===== config.mk =====
export PLATFORM = sky130hd
export DESIGN_NAME = mem_arbiter_flat
export DESIGN_NICKNAME = d
export VERILOG_FILES = /design/src/rtl/mem_arbiter_if.sv /design/src/rtl/mem_arbiter.sv /design/src/flat_wrapper.sv
export SDC_FILE = /design/constraint.sdc
export NUM_CORES = 1
export LEC_CHECK = 0
export CAP_MARGIN = 25
export CORE_AREA = 5 5 141 143
export CTS_CLUSTER_DIAMETER = 100
export DETAILED_ROUTE_END_ITERATION = 16
export DIE_AREA = 0 0 146 148
export GPL_TIMING_DRIVEN = 0
export PLACE_DENSITY = 0.57
export SETUP_SLACK_MARGIN = 0.05
export SLEW_MARGIN = 10
export SYNTH_ARGS = -nofsm -noshare
export SYNTH_HDL_FRONTEND = slang
export SYNTH_SLANG_ARGS = --single-unit

===== constraint.sdc =====
create_clock -name clk -period 2.88 [get_ports clk]
set_input_delay 0.72 -clock clk [delete_from_list [all_inputs] [get_ports clk]]
set_output_delay 0.72 -clock clk [all_outputs]
set_load 0.005 [all_outputs]

===== src/rtl/mem_arbiter_if.sv =====
// Bus bundle for mem_arbiter: fetch port, data load/store port and shared memory port.
// The arbiter takes the slave view; requesters plus memory take the master view.
interface mem_arbiter_if #(
   parameter int ADDR_WIDTH = 10,
   parameter int XLEN       = 64
);
   logic                    if_req;
   logic [ADDR_WIDTH-1:0]   if_addr;
   logic                    if_gnt;
   logic                    if_rvalid;
   logic [XLEN-1:0]         if_rdata;

   logic                    d_req;
   logic [ADDR_WIDTH-1:0]   d_addr;
   logic [XLEN/8-1:0]       d_we;
   logic [XLEN-1:0]         d_wdata;
   logic                    d_gnt;
   logic                    d_rvalid;
   logic [XLEN-1:0]         d_rdata;

   logic [ADDR_WIDTH-1:0]   mem_addr;
   logic                    mem_re;
   logic [XLEN/8-1:0]       mem_we;
   logic [XLEN-1:0]         mem_wdata;
   logic [XLEN-1:0]         mem_rdata;

   modport slave (
      input  if_req, if_addr, d_req, d_addr, d_we, d_wdata, mem_rdata,
      output if_gnt, if_rvalid, if_rdata, d_gnt, d_rvalid, d_rdata,
      output mem_addr, mem_re, mem_we, mem_wdata
   );

   modport master (
      output if_req, if_addr, d_req, d_addr, d_we, d_wdata, mem_rdata,
      input  if_gnt, if_rvalid, if_rdata, d_gnt, d_rvalid, d_rdata,
      input  mem_addr, mem_re, mem_we, mem_wdata
   );
endinterface


===== src/rtl/mem_arbiter.sv =====
// Two-port arbiter (fetch read-only, data read/write) onto one shared memory, data priority
// with fetch starvation guard. Define MEM_ARB_STATS_EN to add grant/conflict statistics outputs.
module mem_arbiter #(
   parameter int ADDR_WIDTH   = 10,
   parameter int XLEN         = 64,
   parameter int STARVE_LIMIT = 4
) (
   input  logic               clk,
   input  logic               rst_n,
`ifdef MEM_ARB_STATS_EN
   output logic [31:0]        stat_if_grants,
   output logic [31:0]        stat_d_grants,
   output logic [31:0]        stat_conflicts,
`endif
   mem_arbiter_if.slave       bus
);
   localparam int BE_W = XLEN / 8;
   localparam int SW   = (STARVE_LIMIT > 0) ? $clog2(STARVE_LIMIT + 1) : 1;
   localparam logic [SW-1:0] STARVE_MAX = SW'(STARVE_LIMIT);

   typedef enum logic [1:0] {
      TAG_NONE = 2'd0,
      TAG_IF   = 2'd1,
      TAG_D    = 2'd2
   } resp_tag_e;

   resp_tag_e       resp_tag_q, resp_tag_d;
   logic [SW-1:0]   starve_cnt_q, starve_cnt_d;
   logic            if_gnt_s, d_gnt_s, d_read_s, starve_win_s;

   // Grant decision; gated by rst_n so grants vanish the instant reset asserts.
   always_comb begin
      d_read_s     = (bus.d_we == {BE_W{1'b0}});
      starve_win_s = (STARVE_LIMIT != 32'sd0) && (starve_cnt_q >= STARVE_MAX);
      if_gnt_s     = 1'b0;
      d_gnt_s      = 1'b0;
      if (!rst_n) begin
         if_gnt_s = 1'b0;
         d_gnt_s  = 1'b0;
      end else if (bus.if_req && bus.d_req) begin
         if (starve_win_s) begin
            if_gnt_s = 1'b1;
         end else begin
            d_gnt_s = 1'b1;
         end
      end else if (bus.if_req) begin
         if_gnt_s = 1'b1;
      end else if (bus.d_req) begin
         d_gnt_s = 1'b1;
      end else begin
         if_gnt_s = 1'b0;
         d_gnt_s  = 1'b0;
      end
   end

   // Memory drive from the granted port; idle cycles park the address on fetch.
   always_comb begin
      bus.if_gnt    = if_gnt_s;
      bus.d_gnt     = d_gnt_s;
      bus.mem_addr  = d_gnt_s ? bus.d_addr : bus.if_addr;
      bus.mem_re    = if_gnt_s | (d_gnt_s & d_read_s);
      bus.mem_we    = d_gnt_s ? bus.d_we : {BE_W{1'b0}};
      bus.mem_wdata = bus.d_wdata;
   end

   // Next response owner and starvation count.
   always_comb begin
      resp_tag_d   = TAG_NONE;
      starve_cnt_d = starve_cnt_q;
      if (if_gnt_s) begin
         resp_tag_d = TAG_IF;
      end else if (d_gnt_s && d_read_s) begin
         resp_tag_d = TAG_D;
      end else begin
         resp_tag_d = TAG_NONE;
      end
      if (bus.if_req && !if_gnt_s) begin
         if (starve_cnt_q >= STARVE_MAX) begin
            starve_cnt_d = starve_cnt_q;
         end else begin
            starve_cnt_d = starve_cnt_q + SW'(1);
         end
      end else begin
         starve_cnt_d = {SW{1'b0}};
      end
   end

   // Response routing: memory data is valid the cycle after the read grant.
   always_comb begin
      bus.if_rvalid = 1'b0;
      bus.d_rvalid  = 1'b0;
      bus.if_rdata  = bus.mem_rdata;
      bus.d_rdata   = bus.mem_rdata;
      case (resp_tag_q)
         TAG_IF:   bus.if_rvalid = 1'b1;
         TAG_D:    bus.d_rvalid  = 1'b1;
         TAG_NONE: bus.if_rvalid = 1'b0;
         default:  bus.d_rvalid  = 1'b0;
      endcase
   end

   // State registers.
   always_ff @(posedge clk or negedge rst_n) begin
      if (!rst_n) begin
         resp_tag_q   <= TAG_NONE;
         starve_cnt_q <= {SW{1'b0}};
      end else begin
         resp_tag_q   <= resp_tag_d;
         starve_cnt_q <= starve_cnt_d;
      end
   end

`ifdef MEM_ARB_STATS_EN
   logic [31:0] stat_if_q, stat_if_d;
   logic [31:0] stat_d_q,  stat_d_d;
   logic [31:0] stat_c_q,  stat_c_d;

   // Free-running wrap-around event counters.
   always_comb begin
      stat_if_d = if_gnt_s ? stat_if_q + 32'd1 : stat_if_q;
      stat_d_d  = d_gnt_s  ? stat_d_q  + 32'd1 : stat_d_q;
      stat_c_d  = (bus.if_req && bus.d_req) ? stat_c_q + 32'd1 : stat_c_q;
   end

   // Statistics registers.
   always_ff @(posedge clk or negedge rst_n) begin
      if (!rst_n) begin
         stat_if_q <= 32'd0;
         stat_d_q  <= 32'd0;
         stat_c_q  <= 32'd0;
      end else begin
         stat_if_q <= stat_if_d;
         stat_d_q  <= stat_d_d;
         stat_c_q  <= stat_c_d;
      end
   end

   assign stat_if_grants = stat_if_q;
   assign stat_d_grants  = stat_d_q;
   assign stat_conflicts = stat_c_q;
`endif
endmodule


===== src/flat_wrapper.sv =====
// flat-port wrapper written by rule: the top's interface ports become plain ports
module mem_arbiter_flat 
#(
   parameter int ADDR_WIDTH   = 10,
   parameter int XLEN         = 64,
   parameter int STARVE_LIMIT = 4
)
  (clk, rst_n, bus_if_req, bus_if_addr, bus_d_req, bus_d_addr, bus_d_we, bus_d_wdata, bus_mem_rdata, bus_if_gnt, bus_if_rvalid, bus_if_rdata, bus_d_gnt, bus_d_rvalid, bus_d_rdata, bus_mem_addr, bus_mem_re, bus_mem_we, bus_mem_wdata);
  mem_arbiter_if #(.ADDR_WIDTH(ADDR_WIDTH), .XLEN(XLEN)) bus_i ();
  input  logic clk;
  input  logic rst_n;
  input wire logic [$bits(bus_i.if_req)-1:0] bus_if_req;
  input wire logic [$bits(bus_i.if_addr)-1:0] bus_if_addr;
  input wire logic [$bits(bus_i.d_req)-1:0] bus_d_req;
  input wire logic [$bits(bus_i.d_addr)-1:0] bus_d_addr;
  input wire logic [$bits(bus_i.d_we)-1:0] bus_d_we;
  input wire logic [$bits(bus_i.d_wdata)-1:0] bus_d_wdata;
  input wire logic [$bits(bus_i.mem_rdata)-1:0] bus_mem_rdata;
  output wire logic [$bits(bus_i.if_gnt)-1:0] bus_if_gnt;
  output wire logic [$bits(bus_i.if_rvalid)-1:0] bus_if_rvalid;
  output wire logic [$bits(bus_i.if_rdata)-1:0] bus_if_rdata;
  output wire logic [$bits(bus_i.d_gnt)-1:0] bus_d_gnt;
  output wire logic [$bits(bus_i.d_rvalid)-1:0] bus_d_rvalid;
  output wire logic [$bits(bus_i.d_rdata)-1:0] bus_d_rdata;
  output wire logic [$bits(bus_i.mem_addr)-1:0] bus_mem_addr;
  output wire logic [$bits(bus_i.mem_re)-1:0] bus_mem_re;
  output wire logic [$bits(bus_i.mem_we)-1:0] bus_mem_we;
  output wire logic [$bits(bus_i.mem_wdata)-1:0] bus_mem_wdata;
  assign bus_i.if_req = bus_if_req;
  assign bus_i.if_addr = bus_if_addr;
  assign bus_i.d_req = bus_d_req;
  assign bus_i.d_addr = bus_d_addr;
  assign bus_i.d_we = bus_d_we;
  assign bus_i.d_wdata = bus_d_wdata;
  assign bus_i.mem_rdata = bus_mem_rdata;
  assign bus_if_gnt = bus_i.if_gnt;
  assign bus_if_rvalid = bus_i.if_rvalid;
  assign bus_if_rdata = bus_i.if_rdata;
  assign bus_d_gnt = bus_i.d_gnt;
  assign bus_d_rvalid = bus_i.d_rvalid;
  assign bus_d_rdata = bus_i.d_rdata;
  assign bus_mem_addr = bus_i.mem_addr;
  assign bus_mem_re = bus_i.mem_re;
  assign bus_mem_we = bus_i.mem_we;
  assign bus_mem_wdata = bus_i.mem_wdata;
  mem_arbiter #(.ADDR_WIDTH(ADDR_WIDTH), .XLEN(XLEN), .STARVE_LIMIT(STARVE_LIMIT)) u_core (.clk(clk), .rst_n(rst_n), .bus(bus_i));
endmodule

Yosys cells after proc, flatten, opt, wreduce, memory -nomap -nowiden
Index checks and enable logic that the tools add are counted.
Widths: inputs -> output; s select.
{ "word_totals": {"word_cells": 31, "regBits": 5, "output_inout_bits": 215, "in_bits": 160} }
{ "classes": {"n_mux": 17, "eq_ne": 3, "reduce_logical": 5, "n_bitwise": 2, "n_lt_le_gt_ge": 1, "n_addsub": 1} }
{ "op_table": {"columns": ["operator", "n"], "rows": [
  ["$mux 1", 11],
  ["$mux 10", 1],
  ["$logic_not 8->1", 1],
  ["$mux 8", 1],
  ["$mux 3", 2],
  ["$mux 2", 2],
  ["$add 3x1->3 const B", 1],
  ["$ge 3x3->1 const B", 1],
  ["$logic_and 1x1->1", 3],
  ["$eq 2x1->1 const B", 1],
  ["$eq 2x2->1 const B", 1],
  ["$ne 2x2->1 const B", 1],
  ["$and 1x1->1", 1],
  ["$logic_not 1->1", 1],
  ["$or 1x1->1", 1]
]} }

Longest topological paths before layout
{ "logic_depth": {"word_depth": 7, "ltp_mapped": 5, "depth_no_buf": 5} }

Least setup slack after synthesis
Ideal clock, no wire load.
{ "synth_path": {"kind": "in2out", "from": "input bus_if_req", "to": "output bus_mem_addr[0]", "setup_slack_ns": 0.844, "path_stages": 4, "t_required_ns": 2.160, "arrival_time_ns": 1.316, "path_cell_list": "nand2_2 > nand3_2 > buf_6 > mux2_4"} }
{ "synth_between": {"elab_chain_len": 4, "word_cells_on_any_way": 5, "classes_between": "mux (4); reduce/logical (1)"} }
{ "synth_lines": {"columns": ["element", "line", "rtl"], "rows": [
  ["start: declaration", "flat_wrapper.sv:12", "input wire logic [$bits(bus_i.if_req)-1:0] bus_if_req;"],
  ["$mux 1 / $logic_and 1x1->1 (equally long branches)", "mem_arbiter.sv:46, mem_arbiter.sv:40", null],
  ["$mux 1 *", "mem_arbiter.sv:40", "end else if (bus.if_req && bus.d_req) begin"],
  ["$mux 1 *", "mem_arbiter.sv:37", "if (!rst_n) begin"],
  ["$mux 10 *", "mem_arbiter.sv:60", "bus.mem_addr = d_gnt_s ? bus.d_addr : bus.if_addr;"],
  ["end: declaration", "flat_wrapper.sv:25", "output wire logic [$bits(bus_i.mem_addr)-1:0] bus_mem_addr;"]
]} }
Every way passes the cells marked *; elsewhere a longest branch is shown, timed or not.

Worst setup path in the final report
{ "layout_path": {"from": "input rst_n", "to": "output bus_mem_addr[1]"} }
{ "layout_between": {"elab_chain_len": 2} }
{ "layout_lines": {"columns": ["element", "line", "rtl"], "rows": [
  ["start: declaration", "flat_wrapper.sv:11", "input logic rst_n;"],
  ["$mux 1", "mem_arbiter.sv:37", null],
  ["$mux 10", "mem_arbiter.sv:60", null]
]} }
Every way passes these cells.

==> flow_summary_export.csv <==
group,metric,value,unit
synthesis,ys.flop_type,"dfrtp_1",
sta,period_needed,2718,ps
pwr,clkPwrFrac,23.9,%
place,gp_congestion,0.7260,
outcome,outcome,"complete, no violations",
pwr,leakage,2.382,nW
final_layout,nets,667,
setup_path,critical_path_required,2160,ps
floorplanning,die_area,21610,sq um
clock_tree,clock_path_buffers,2,
grt,grt_pass1_wl,13.03,mm
synthesis,synthDistinctLibCells,21,
setup_path,criticalPathCategory,"in2out",
pwr,total_power,0.0009406,W
synthesis,synth_top_area_share,73.85,%
routing,postRouteAntennaNets,0,
routing,drt-total-wl,9.473,mm
clock_tree,worstSkewPairLatency,230,ps
setup_path,crit_slowest_cell,"mux2_4",
synthesis,synth_area,1952,sq um
floorplanning,core,18460,sq um
final_layout,nFillCells,2020,
clock_tree,root_buffer,"clkbuf_16",
pwr,power_frac_comb,67.8,%
final_layout,antenna_cells,0,
flow_run,cap_violations,0,
setup_path,cp-start-kind,"input port",
floorplanning,num_rows,50,
sta,whs,349.1,ps
final_layout,post-route-util,26.62,%
sta,skew,1.702,ps
grt,grt_usage,7.621,%
setup_path,r2r-end,"u_core.starve_cnt_q[1]$_DFFE_PN0P_",
routing,vias_per_cell,2.991,
pwr,p_int,0.0007389,W
setup_path,reg2reg_from,"u_core.starve_cnt_q[0]$_DFFE_PN0P_",
setup_path,cpPeakStageDelay,290,ps
setup_path,path_cells,"buf_2, nand3_4, buf_12, buf_4, mux2_4, dlygate4sd2_1",
grt,grt_pass1_vias,2274,
synthesis,synth_edf_count,0,
grt,overflow,0,
routing,firstDrtPassIters,2,
synthesis,syn_avg_cell_area,7.999,sq um
place,detailed_place.area,4707,sq um
clock_tree,cts_tree,"yes",
sta,fmax,0.3680,GHz
floorplanning,start_util,10.58,%
sta,fin_ws,162.4,ps
clock_tree,cts_sinks,5,
setup_path,rr_worst_depth,5,
sta,timing.final.crit_share,94.36,%
place,io_buffers,246,
sta,tightest_slew,295.0,ps
clock_tree,htree_levels,1,
routing,detail_route.wl_per_cell,12.84,um
grt,antenna_found_initial,0,
synthesis,synthArstFlopShare,100.0,%
sta,rsz0062_at_grt,"false",
clock_tree,cts_buffers,3,
grt,grt_max_degree,12,
place,hpwl,8.907,mm
synthesis,ys_top_cells_by_count,"192 x buf_4, 10 x mux2_4, 9 x and2_1",
pwr,p_sw_share,21.45,%
floorplanning,die_height,148,um
synthesis,ys.warnings.count,0,
floorplanning,pin_count,375,
routing,initialDrtViolationCount,9,
routing,drcViolationCount,0,
floorplanning,die_width,146,um
clock_tree,clk_pin_slew,30,ps
sta,finalHoldViolCount,0,
synthesis,synth-seq-area-share,6.410,%
setup_path,critPathArrivalTime,2000,ps
sta,drv_slew,0,
final_layout,syn2layout_area_growth,151.7,%
min_path,hold_class,"in2async",
synthesis,synth_fp_nets,406,
synthesis,synth_top_area_cell,"buf_4",
setup_path,rrSetupSlack,1760,ps
synthesis,netlist_instances,244,
pwr,p_sw,0.0002017,W
final_layout,drive_above_1_share,44.64,%
setup_path,cp_max_fo,11,
synthesis,synth_most_common_cell,"buf_4",
synthesis,synthTopCellsByArea,"buf_4 74%, mux2_4 7.7%, dfrtp_1 6.4%",
sta,relSlewSlack,80.18,%
pwr,peakVddDrop,112.6,uV
place,pre_cts_slack,-763.4,ps
sta,setup_viol,0,
pwr,power_density,191.4,nW/um^2
pwr,pwr-share-seq,8.3,%
final_layout,post-route-cell-area,4913,sq um
setup_path,end_kind,"primary output",
routing,num_vias,2207,
synthesis,ys_ff_latch,5,
## layer usage
metal	share of wire [%]	track usage, %
met5	0	0
met4	0.42	1.129
met3	13	3.158
met2	56	15.17
met1	31	7.488
## flip-flops by register name, indices dropped and copies added, names as in the netlist
register	cells
u_core.starve_cnt_q	3
u_core.resp_tag_q	2
## stage by stage
stage | setup TNS (ps) | instances
6_report | 0 | 738
5_1_grt | 0 | 738
4_1_cts | 0 | 736
3_5_place_dp | -10120 | 724
3_3_place_gp | -9980 | 724
2_1_floorplan | 0 | 244
## power groups by stage
stage / clock network [W] / logic, W / registers (W)
2_1_floorplan: 0 / 0.000259 / 0.0000776
6_report: 0.000225 / 0.000638 / 0.0000777
5_1_grt: 0.000236 / 0.000681 / 0.0000783
3_5_place_dp: 0 / 0.000642 / 0.0000786
4_1_cts: 0.000230 / 0.000651 / 0.0000778
3_3_place_gp: 0 / 0.000639 / 0.0000786
## placed cells by master, fill, tap and decap left out, types with 2 or more instances in the layout
cell type | synthesis | layout
dfrtp_1 | 5 | 5
and2_1 | 9 | 8
clkbuf_16 | 0 | 3
clkdlybuf4s50_1 | 0 | 218
buf_12 | 0 | 2
nor4_4 | 0 | 2
dlymetal6s2s_1 | 0 | 4
mux2_4 | 10 | 10
nor2b_1 | 3 | 3
ha_1 | 2 | 2
inv_1 | 6 | 5
nand2_1 | 3 | 3
dlygate4sd2_1 | 0 | 21
buf_2 | 0 | 2
buf_4 | 192 | 200
## cell families after synthesis
group	Yosys count	synth area share, %
and+or+nand+nor	24	7.500
AOI/OAI and AO/OA	4	1.539
buffers and inverters	199	75.58
muxes	10	7.692
DFF	5	6.410
adders and majority gates	2	1.282
## how the worst max path moves through the flow
stage / start / endpoint / slack [ps]
5_1_grt: bus_d_we[3] / bus_mem_re / 60
4_1_cts: bus_d_we[4] / bus_mem_re / 40
3_5_place_dp: bus_d_we[1] / bus_mem_re / -760
6_report: rst_n / bus_mem_addr[1] / 160
3_3_place_gp: bus_d_we[1] / bus_mem_re / -780
2_1_floorplan: bus_if_req / bus_mem_addr[0] / 840
## repair_timing
action,4_1_cts,5_1_grt
setup endpoints to repair,21,8
gates resized for setup,42,6
pin swaps,4,3
buffers inserted,7,2
hold buffers,0,0
cloned,1,0
hold endpoints to repair,0,0
## cell type report
| class | count | area [sq um] | area share [%] |
|---|---|---|---|
| well taps | 234 | 292.8 | 5.959 |
| repair buffers | 256 | 2539 | 51.67 |
| inverters | 6 | 25.02 | 0.5093 |
| clock buffers | 4 | 78.83 | 1.604 |
| multi-input cells | 40 | 391.6 | 7.970 |
| flip-flops and latches | 5 | 125.1 | 2.546 |
| plain buffers | 193 | 1461 | 29.74 |
## critical path, delay by kind of cell
kind / cells / cell delay [ps]
buf+inv: 4 / 800
mux: 1 / 290
simple gates: 1 / 180
Note: power is estimated with default switching activity, not from simulation.
